**config.mk**
```make
export PLATFORM = sky130hd
export DESIGN_NAME = accum_cmd_seq
export DESIGN_NICKNAME = d
export VERILOG_FILES = /design/src/rtl/acc_pkg.sv /design/src/rtl/acc_seq_cnt.sv /design/src/rtl/accum_cmd_seq.sv
export SDC_FILE = /design/constraint.sdc
export NUM_CORES = 1
export LEC_CHECK = 0
export CORE_MARGIN = 2
export CORE_UTILIZATION = 39
export CTS_CLUSTER_DIAMETER = 150
export CTS_CLUSTER_SIZE = 24
export DETAILED_ROUTE_END_ITERATION = 8
export DONT_BUFFER_PORTS = 1
export PLACE_DENSITY = 0.66
export SYNTH_ARGS = -nofsm -noshare
export SYNTH_HDL_FRONTEND = slang
export SYNTH_SLANG_ARGS = --single-unit
export TNS_END_PERCENT = 10
```
**constraint.sdc**
```tcl
create_clock -name clock -period 1.6 [get_ports clock]
set_clock_uncertainty 0.05 [all_clocks]
set_input_delay 0.24 -clock clock [delete_from_list [all_inputs] [get_ports clock]]
set_output_delay 0.24 -clock clock [all_outputs]
set_load 0.005 [all_outputs]
```
**src/rtl/acc_pkg.sv**
```systemverilog
// Shared definitions for the accumulator and its command sequencer.
package acc_pkg;

  localparam int ACC_PIPE_LAT = 4;

  localparam logic ACC_OP_ADD = 1'b0;
  localparam logic ACC_OP_SUB = 1'b1;

  typedef enum logic [1:0] {
    ST_IDLE  = 2'd0,
    ST_ISSUE = 2'd1,
    ST_DRAIN = 2'd2,
    ST_DONE  = 2'd3
  } seq_state_e;

endpackage

```
**src/rtl/acc_seq_cnt.sv**
```systemverilog
// Loadable down-counter; tc flags the final count value of 1.
module acc_seq_cnt #(
  parameter int W = 8
) (
  input  logic         clock,
  input  logic         rstn,
  input  logic         load,
  input  logic         dec,
  input  logic [W-1:0] load_val,
  output logic         tc
);

  logic [W-1:0] count;

  // Saturates at zero so a maximum load never wraps.
  always_ff @(posedge clock or negedge rstn) begin
    if (!rstn) begin
      count <= '0;
    end else if (load) begin
      count <= load_val;
    end else if (dec && (count != '0)) begin
      count <= count - 1'b1;
    end
  end

  assign tc = (count == W'(1));

endmodule

```
**src/rtl/accum_cmd_seq.sv**
```systemverilog
// Command sequencer driving the pipelined accumulator's clr/add_sub/D inputs.
// Optional abort input and result_aborted output under `ACC_SEQ_ABORT_EN.
module accum_cmd_seq
  import acc_pkg::*;
#(
  parameter int WIDTH    = 16,
  parameter int CNT_W    = 8,
  parameter int PIPE_LAT = ACC_PIPE_LAT
) (
  input  logic             clock,
  input  logic             rstn,
  input  logic             cmd_valid,
  output logic             cmd_ready,
  input  logic             cmd_op,
  input  logic             cmd_clr,
  input  logic [WIDTH-1:0] cmd_data,
  input  logic [CNT_W-1:0] cmd_count,
`ifdef ACC_SEQ_ABORT_EN
  input  logic             abort,
  output logic             result_aborted,
`endif
  output logic             acc_clr,
  output logic             acc_add_sub,
  output logic [WIDTH-1:0] acc_d,
  input  logic [WIDTH-1:0] acc_q,
  output logic [WIDTH-1:0] result,
  output logic             result_valid
);

  localparam int DW = $clog2(PIPE_LAT) + 1;

  seq_state_e       state, state_nxt;
  logic             accept;
  logic             abort_now;
  logic             issue_end;
  logic             drain_end;
  logic             iss_tc;
  logic             drn_tc;
  logic [CNT_W-1:0] issue_n;

  assign accept    = cmd_valid && cmd_ready;
  assign issue_n   = (cmd_count == '0) ? CNT_W'(1) : cmd_count;
  assign issue_end = (state == ST_ISSUE) && (iss_tc || abort_now);
  assign drain_end = (state == ST_DRAIN) && drn_tc;

`ifdef ACC_SEQ_ABORT_EN
  assign abort_now = abort;
`else
  assign abort_now = 1'b0;
`endif

  acc_seq_cnt #(.W(CNT_W)) u_issue_cnt (
    .clock    (clock),
    .rstn     (rstn),
    .load     (accept),
    .dec      (state == ST_ISSUE),
    .load_val (issue_n),
    .tc       (iss_tc)
  );

  acc_seq_cnt #(.W(DW)) u_drain_cnt (
    .clock    (clock),
    .rstn     (rstn),
    .load     (issue_end),
    .dec      (state == ST_DRAIN),
    .load_val (DW'(PIPE_LAT)),
    .tc       (drn_tc)
  );

  always_comb begin
    state_nxt = state;
    unique case (state)
      ST_IDLE:  if (accept)    state_nxt = ST_ISSUE;
      ST_ISSUE: if (issue_end) state_nxt = ST_DRAIN;
      ST_DRAIN: if (drn_tc)    state_nxt = ST_DONE;
      ST_DONE:                 state_nxt = ST_IDLE;
      default:                 state_nxt = ST_IDLE;
    endcase
  end

  // Accumulator drive is loaded at accept and held; clr lasts one cycle.
  always_ff @(posedge clock or negedge rstn) begin
    if (!rstn) begin
      state        <= ST_IDLE;
      cmd_ready    <= 1'b0;
      acc_clr      <= 1'b0;
      acc_add_sub  <= ACC_OP_ADD;
      acc_d        <= '0;
      result       <= '0;
      result_valid <= 1'b0;
    end else begin
      state        <= state_nxt;
      cmd_ready    <= (state_nxt == ST_IDLE);
      result_valid <= drain_end;
      if (accept) begin
        acc_clr     <= cmd_clr;
        acc_add_sub <= cmd_op;
        acc_d       <= cmd_data;
      end else if (issue_end) begin
        acc_clr     <= 1'b0;
        acc_add_sub <= ACC_OP_ADD;
        acc_d       <= '0;
      end else begin
        acc_clr     <= 1'b0;
      end
      if (drain_end) begin
        result <= acc_q;
      end
    end
  end

`ifdef ACC_SEQ_ABORT_EN
  logic aborted_r;

  always_ff @(posedge clock or negedge rstn) begin
    if (!rstn) begin
      aborted_r      <= 1'b0;
      result_aborted <= 1'b0;
    end else begin
      if (accept) begin
        aborted_r <= 1'b0;
      end else if (issue_end) begin
        aborted_r <= abort;
      end
      result_aborted <= drain_end && aborted_r;
    end
  end
`endif

endmodule

```
==> results.md, run 1 <==
- Routability-driven placement congestion ratio: between 0.8 and 0.9
- CTS tree: built
- Count of flip-flops with a built-in enable after synthesis: 0
- Avg Inst Size Synth: roughly 11 um^2
- Final cycle utilization of the critical path: 0.983
- Final setup viols: 0
- Total number of clock tree sinks: 49
- Ant. Diodes: 0
- Register clock-pin slew on the reported worst setup and hold paths: 0.09 ns
- Setup slack, reg-to-reg: about 0.027 ns
- Data required, critical path: 1.73 ns
- Number of port buffers: 0
- Horizontal die dimension: around 79 um
- Switching part of the total power: 0.362
- Power density over the cells: 1520 mW/mm^2
- Post-route ant nets: 0
- Die area: just over 0.006 mm^2
- Number of max-slew violations in the final report: 0
- Detailed-route DRC error count: 0
- Share of total power in sequential cells: 0.472
- Clock buffer count from CTS: 5
- Pin count of the biggest net entering global routing: 50
- Clock Power Share: 0.168
- Synth Cell Area: about 0.0022 mm^2
- Per-cell via count in the routed design: 5.07
- Internal Pwr Total: ~2700 uW
- Effective utilization at floorplan: 0.399
- Worst-Margin Slew: between 0.4 and 0.5 ns
- Post-synthesis sequential element count: 49
- Sum of overflow across all layers after global routing: 0
- Part of the Yosys area used for sequential elements: 0.565
- Net count after synthesis: roughly 250
- Maximum capacitance violations: 0
- Power spent charging and discharging nets: between 1500 and 2000 uW
- Largest area contributor in the netlist: sky130_fd_sc_hd__dfrtp_1
- Crit-path max FO: 5
- First-pass DRT Iterations: 4
- Placed cell count: around 280
- Standard cell area after detailed placement: ~0.0024 mm^2
- Gate Count Post-Synth: just over 200
- Area growth from synthesis to final layout: 27.5%
- I/O pin total: between 80 and 90
- Top cell type's share of synthesized area: 0.565
- Slowest stage cell, crit path: sky130_fd_sc_hd__or4_1
- Most repeated cell in the gate-level netlist after synthesis: sky130_fd_sc_hd__dfrtp_1
- Overall die height: between 70 and 80 um
- Root buf cell: sky130_fd_sc_hd__clkbuf_8
- Synth top area cells: sky130_fd_sc_hd__dfrtp_1 56%, sky130_fd_sc_hd__mux2_2 9.3%, sky130_fd_sc_hd__nand2_1 7.3%, sky130_fd_sc_hd__o21ai_1 3.7%, sky130_fd_sc_hd__ha_1 2.9%
- Crit-path max cell delay: 0.59 ns
- Setup crit start kind: register
- Predominant post-synthesis flop cell: sky130_fd_sc_hd__dfrtp_1
- Finished Layout Cells: ~310
- Upper clock frequency limit: about 640 MHz
- Via total after detailed routing: approximately 1600
- Max rail drop VDD: around 0.77 mV
- Skew-Pair Late Insertion Delay: roughly 0.3 ns
- Number of fill cells in the layout: slightly above 500
- Number of DRC violations after detailed-routing iteration 0: 50
- Cell area after layout: about 0.0028 mm^2
- Antenna violations before repair: 0
- Hpwl dp: approximately 3 mm
- Most utilized layer in the global route result: met2
- Area of the core: roughly 0.0054 mm^2
- Minimum clock period after layout: 1.57 ns
- Worst relative slew slack: 0.697
- Distinct cell type count after synthesis: 34
- Met2 demand-to-capacity share in global routing: 0.240
- Total number of yosys warnings: 0
- Total Routed Length: roughly 4.6 mm
- Via count of the first global-routing pass: approximately 1500
- Data arrival time at the worst-slack endpoint: ~1.7 ns
- Met3 track demand over resource: 0.0299
- Most common library cells after synthesis: 49 x sky130_fd_sc_hd__dfrtp_1, 42 x sky130_fd_sc_hd__nand2_1, 18 x sky130_fd_sc_hd__mux2_2, 16 x sky130_fd_sc_hd__o21ai_1, 7 x sky130_fd_sc_hd__o21ai_0
- Share of cells above drive strength 1: 0.289
- Fraction of met1 tracks used by global routing: 0.187
- Final net count: between 200 and 300
- RSZ-0062 raised after global routing: yes
- DR WL/cell: ~15 um
- Longest Clk Path Bufs: 2
- Final Hold Violating Endpoints: 0
- Crit end category: register
- First-pass GRT wire length: 7.02 mm
- Number of levels the H-tree was split into: 2
- Worst hold path class: input port to register
- Standard-cell rows: 27
- Crit-path cells: or4_1 -> nor3_4 -> xnor2_1 -> o21ai_1
- Async SR Flop Fraction: 1.00
- Status: completed
- Overall global routing resource usage: 0.145
- WS Path Type: register to register
- Leak Pwr: 0.00125 uW
- Combinational fraction of design power: 0.360
## kinds of logic (layout without fill, tap and decap cells)
group | Yosys count | count (layout) | share of synthesized area
and+or+nand+nor | 71 | 71 | 0.159
DFF | 49 | 49 | 0.565
AOI/OAI and AO/OA | 37 | 37 | 0.0963
muxes | 19 | 19 | 0.0980
buffers and inverters | 16 | 53 | 0.0328
adders and majority gates | 5 | 5 | 0.0288
xor gates and xnor gates | 5 | 5 | 0.0202
## path summary, 6_finish.rpt
check | from | cells after the start | end
min | cmd_count[3] | 2 | u_issue_cnt.count[3]
min reg2reg | result[7] | 1 | result[7]
max reg2reg | u_issue_cnt.count[2] | 4 | u_issue_cnt.count[6]
max in group asynchronous | rstn | 2 | state[1]
max | u_issue_cnt.count[2] | 4 | u_issue_cnt.count[6]
min in group asynchronous | rstn | 2 | acc_d[6]
## stage by stage
| step | TNS [ns] | setup WS [ns] | hold WS (ns) | util | power, uW |
|---|---|---|---|---|---|
| after floorplan | 0 | 0.0224 | -0.106 | - | 2720 |
| after global placement | 0 | 0.0135 | -0.105 | 0.435 | 3100 |
| after detailed placement | -0.00827 | -0.00626 | -0.105 | 0.435 | 3150 |
| after CTS | -0.0109 | -0.0109 | 0.00499 | 0.486 | 3960 |
| after global routing | -0.148 | -0.0430 | 0.0128 | 0.509 | 4500 |
| final | 0 | 0.0270 | 0.0142 | 0.509 | 4200 |
## timing repair
item,in CTS,in global routing
endpoints found under the hold margin,63,0
pin swaps,1,6
endpoints found under the setup margin,5,36
hold buffers,16,0
resized for setup,2,23
setup buffers,1,5
## power by group through the flow
stage                     Sequential, uW  Clock, uW  Combinational [uW]
final                               1980        707                1510
after global routing                2030        788                1680
after detailed placement            1970          0                1180
after global placement              1960          0                1140
after floorplan                     1880          0                 838
after CTS                           1940        749                1270
## metal layers
| metal | vias to the layer above | share of wire |
|---|---|---|
| met1 | 764 | 0.43 |
| met5 | - | 0 |
| met4 | 0 | 0.024 |
| met3 | 10 | 0.040 |
| li1 | 759 | - |
| met2 | 44 | 0.51 |
## cell type report
cell class / instances / area, um^2 / share of cell area
Timing Repair Buffer: 39 / 383 / 0.138
Inverter: 6 / 22.5 / 0.00814
Clock buffer: 5 / 68.8 / 0.0249
Clock inverter: 3 / 17.5 / 0.00633
Tap cell: 72 / 90.1 / 0.0325
Sequential cell: 49 / 1230 / 0.445
Multi-Input combinational cell: 137 / 955 / 0.345
## layout by cell type, fill, tap and decap left out, drive strengths merged, types with 2 or more instances in the layout
cell type	netlist	layout
a211oi	3	3
a21oi	5	5
a31oi	3	3
and3	3	3
buf	5	24
clkbuf	5	5
clkinv	0	2
dfrtp	49	49
dlygate4sd3	0	15
ha	5	5
inv	6	6
mux2	18	18
nand2	42	42
nand3	2	2
nor2	6	6
nor3	4	4
nor4	3	3
o21ai	23	23
or3	3	3
xnor2	5	5
## worst max-delay path, delay by kind of cell (launching register included)
kind                      cells  cell delay [ns]
DFF                           1             0.45
AOI/OAI and AO/OA             1             0.08
and+or+nand+nor               2             0.74
xor gates and xnor gates      1             0.14
## sequential cells by signal, summed over array words and instances (netlist names)
signal,flops
u_drain_cnt.count,3
state,2
acc_clr,1
u_issue_cnt.count,8
result,16
result_valid,1
acc_d,16
acc_add_sub,1
cmd_ready,1
Note: power is estimated with default switching activity, not from simulation.
==> run 2: changes to the inputs <==
--- a/config.mk
+++ b/config.mk
@@ -5,14 +5,17 @@
 export SDC_FILE = /design/constraint.sdc
 export NUM_CORES = 1
 export LEC_CHECK = 0
+export CELL_PAD_IN_SITES_DETAIL_PLACEMENT = 2
+export CELL_PAD_IN_SITES_GLOBAL_PLACEMENT = 2
 export CORE_MARGIN = 2
-export CORE_UTILIZATION = 39
+export CORE_UTILIZATION = 35
 export CTS_CLUSTER_DIAMETER = 150
 export CTS_CLUSTER_SIZE = 24
 export DETAILED_ROUTE_END_ITERATION = 8
 export DONT_BUFFER_PORTS = 1
-export PLACE_DENSITY = 0.66
+export PLACE_DENSITY = 0.85
 export SYNTH_ARGS = -nofsm -noshare
 export SYNTH_HDL_FRONTEND = slang
+export SYNTH_HIERARCHICAL = 1
 export SYNTH_SLANG_ARGS = --single-unit
 export TNS_END_PERCENT = 10
==> run 2 against run 1 <==
The flow now finishes with violations (setup timing); sequential cell count did not move; combinational power is 37% higher; synthesized area increased by 11%; wire length up 61%; critical path depth rose by 1; total power increased by 18%; first-iteration DRC count is 40% higher; non-clock buffer count fell by 5; critical endpoint is now acc_d[11]; sequential power hardly changed; sequential share of layout area shrank 3.2 points.
==> results.md, run 2 <==
- Data arrival time at the worst-slack endpoint: 2.24 ns (+0.54 ns)
- Final cycle utilization of the critical path: 1.30 (+0.319)
- Setup TNS: -11.66 ns (-11.66 ns)
- Area of the core: 0.00676 mm^2 (+24%)
- Final net count: 286 (-0.69%)
- Gate Count Post-Synth: 210 (+4.0%)
- Total number of clock tree sinks: 49 (unchanged)
- CTS tree: built
- Clock Power Share: 0.189 (+0.021)
- Leak Pwr: 0.00145 uW (+16%)
- Largest registers ranked by flip-flop count: acc_d x16, result x16, u_issue_cnt/count x8
- Upper clock frequency limit: 480 MHz (-25%)
- Count of flip-flops with a built-in enable after synthesis: 0 (unchanged)
- Standard-cell rows: 30 (+11%)
- Via total after detailed routing: 1832 (+16%)
- Horizontal die dimension: 87.2 um (+11%)
- First-pass GRT wire length: 11.2 mm (+59%)
- Detailed-route DRC error count: 0 (unchanged)
- Post-synthesis sequential element count: 49 (unchanged)
- Skew-Pair Late Insertion Delay: 0.31 ns (about the same)
- Worst hold path class: input port to register
- Worst relative slew slack: 0.670 (-0.0269)
- Die area: 0.00760 mm^2 (+23%)
- WS Path Type: register to register
- Power, Total: 4960 uW (+18%)
- Combinational fraction of design power: 0.418 (+0.058)
- Hpwl dp: 5.20 mm (+75%)
- Synth Cell Area: 0.00242 mm^2 (+11%)
- Finished Layout Cells: 316 (+1.6%)
- Distinct cell type count after synthesis: 46 (+35%)
- Max rail drop VDD: 0.475 mV (-38%)
- Most common library cells after synthesis: 49 x sky130_fd_sc_hd__dfrtp_1, 18 x sky130_fd_sc_hd__and3_1, 17 x sky130_fd_sc_hd__a31o_2, 16 x sky130_fd_sc_hd__nand2_1, 11 x sky130_fd_sc_hd__clkbuf_1
- Effective utilization at floorplan: 0.358 (-0.0410)
- Minimum clock period after layout: 2.08 ns (+0.511 ns)
- Share of total power in sequential cells: 0.393 (-0.079)
- Crit-path max FO: 10 (+5)
- Maximum capacitance violations: 0 (unchanged)
- DR WL/cell: 23.4 um (+59%)
- Largest area contributor in the netlist: sky130_fd_sc_hd__dfrtp_1
- Post-route ant nets: 0 (unchanged)
- Clock buffer count from CTS: 5 (unchanged)
- Register clock-pin slew on the reported worst setup and hold paths: 0.10 ns (about the same)
- Longest Clk Path Bufs: 2 (unchanged)
- Final core utilization: 0.439 (-0.0694)
- Routability-driven placement congestion ratio: 0.862 (+4.4%)
- Placed cell count: 299 (+6.4%)
- Number of levels the H-tree was split into: 2 (unchanged)
- Power spent charging and discharging nets: 1760 uW (+16%)
- Number of max-slew violations in the final report: 0 (unchanged)
- RSZ-0062 raised after global routing: yes
- Most repeated cell in the gate-level netlist after synthesis: sky130_fd_sc_hd__dfrtp_1
- Internal Pwr Total: 3200 uW (+20%)
- Share of cells above drive strength 1: 0.419 (+0.131)
- Antenna violations before repair: 0 (unchanged)
- Ant. Diodes: 0 (unchanged)
- Area growth from synthesis to final layout: 22.7%
- Worst-Margin Slew: 0.490 ns (+0.0400 ns)
- Data required, critical path: 1.75 ns (+0.02 ns)
- I/O pin total: 81 (unchanged)
- Post-layout worst setup margin: -0.484 ns (-0.511 ns)
- Violated checks: setup timing
- Per-cell via count in the routed design: 5.80 (+14%)
- Overall global routing resource usage: 0.193 (+0.0479)
- Setup crit start kind: register
- Most used cells in the layout excluding fill and tap cells: 49 x sky130_fd_sc_hd__dfrtp_1, 25 x sky130_fd_sc_hd__buf_4, 18 x sky130_fd_sc_hd__and3_1, 16 x sky130_fd_sc_hd__nand2_1, 15 x sky130_fd_sc_hd__a31o_2
- Standard cell area after detailed placement: 0.00265 mm^2 (+12%)
- First-pass DRT Iterations: 4 (unchanged)
- Avg Inst Size Synth: 11.5 um^2 (+7.2%)
- Total Routed Length: 7.39 mm (+61%)
- Crit end category: register
- Switching part of the total power: 0.354 (-0.00748)
- Power density over the cells: 1670 mW/mm^2 (+10%)
- Status: finished with violations
- Top cell type's share of synthesized area: 0.507 (-0.0581)
- Commonest non-fill, non-tap cell in the layout: sky130_fd_sc_hd__dfrtp_1
- Predominant post-synthesis flop cell: sky130_fd_sc_hd__dfrtp_1
- Final setup viols: 46 (+46)
- Pin count of the biggest net entering global routing: 50 (unchanged)
- Sum of overflow across all layers after global routing: 0 (unchanged)
- Overall die height: 87.2 um (+11%)
- Final Hold Violating Endpoints: 0 (unchanged)
- Synth top area cells: sky130_fd_sc_hd__dfrtp_1 51%, sky130_fd_sc_hd__a31o_2 6.2%, sky130_fd_sc_hd__mux2_4 5.0%, sky130_fd_sc_hd__and3_1 4.7%, sky130_fd_sc_hd__mux2_2 3.7%
- Async SR Flop Fraction: 1.00 (unchanged)
- Number of DRC violations after detailed-routing iteration 0: 70 (+40%)
- Root buf cell: sky130_fd_sc_hd__clkbuf_8
- Part of the Yosys area used for sequential elements: 0.507 (-0.0581)
- Total number of yosys warnings: 6 (+6)
- Number of port buffers: 0 (unchanged)
- Cell area after layout: 0.00297 mm^2 (+7.3%)
- Via count of the first global-routing pass: 2143 (+39%)
[run 2: metrics by stage]
stage,setup WS (ns),hold WS [ns]
2_1_floorplan,-0.493,-0.106
3_3_place_gp,-0.455,-0.105
3_5_place_dp,-0.634,-0.105
4_1_cts,-0.513,0.0209
5_1_grt,-0.537,0.00735
6_report,-0.484,0.0231
[run 2: worst paths after layout]
path,from,endpoint,slack (ns),cells past startpoint
setup / recovery,u_issue_cnt/count[4],acc_d[11],-0.48,5
hold / removal,acc_q[12],result[12],0.02,1
setup reg to reg,u_issue_cnt/count[4],acc_d[11],-0.48,5
hold reg to reg,acc_d[2],acc_d[2],0.50,1
max in group asynchronous,rstn,result[2],0.90,2
min in group asynchronous,rstn,acc_d[6],0.38,2
[run 2: cell families after synthesis]
kind of cell,synth area share
buf+inv,0.0460
other cells,0.00310
mux,0.0910
compound gates,0.148
simple gates,0.174
fa+ha+maj,0.0310
flops,0.507
[run 2: worst max-delay path, stage by stage, from the launching register on]
cell and delay (ns):
sky130_fd_sc_hd__dfrtp_1 0.41, sky130_fd_sc_hd__or4_4 0.57, sky130_fd_sc_hd__nor4b_4 0.36, sky130_fd_sc_hd__nand3b_4 0.17
sky130_fd_sc_hd__buf_6 0.18, sky130_fd_sc_hd__a31o_2 0.25
[run 2: routing by layer]
layer  GRT usage  part of all wire  vias to the layer above  wire, um
li1            -                 -                      812         -
met1       0.224              0.40                      969      2960
met3      0.0370             0.032                        6       236
met4      0.0420             0.013                        0        93
met2       0.366              0.55                       45      4090
met5           0                 0                        -         0
[run 2: timing repair]
action	4_1_cts	5_1_grt
hold buffers	2	0
buffers inserted	4	3
gates cloned	0	0
hold endpoints to repair	49	0
endpoints found under the setup margin	46	46
pin swaps	10	6
resized for setup	21	7
[run 2: cell type report]
type / instances / area [um^2]
Tap cell: 80 / 100
Clock inverter: 2 / 37.5
Sequential cell: 49 / 1230
Timing Repair Buffer: 34 / 304
Inverter: 8 / 32.5
Fill cell: 688 / 3790
Multi-Input combinational cell: 137 / 1190
Clock buffer: 6 / 82.6
[run 2: power groups by stage]
| stage | logic, uW | clock network [uW] | registers (uW) |
|---|---|---|---|
| floorplan | 961 | 0 | 1900 |
| global route | 2250 | 1010 | 1990 |
| finish | 2070 | 939 | 1950 |
| CTS | 1930 | 947 | 1960 |
| global placement | 1590 | 0 | 1900 |
| detailed placement | 1740 | 0 | 1940 |
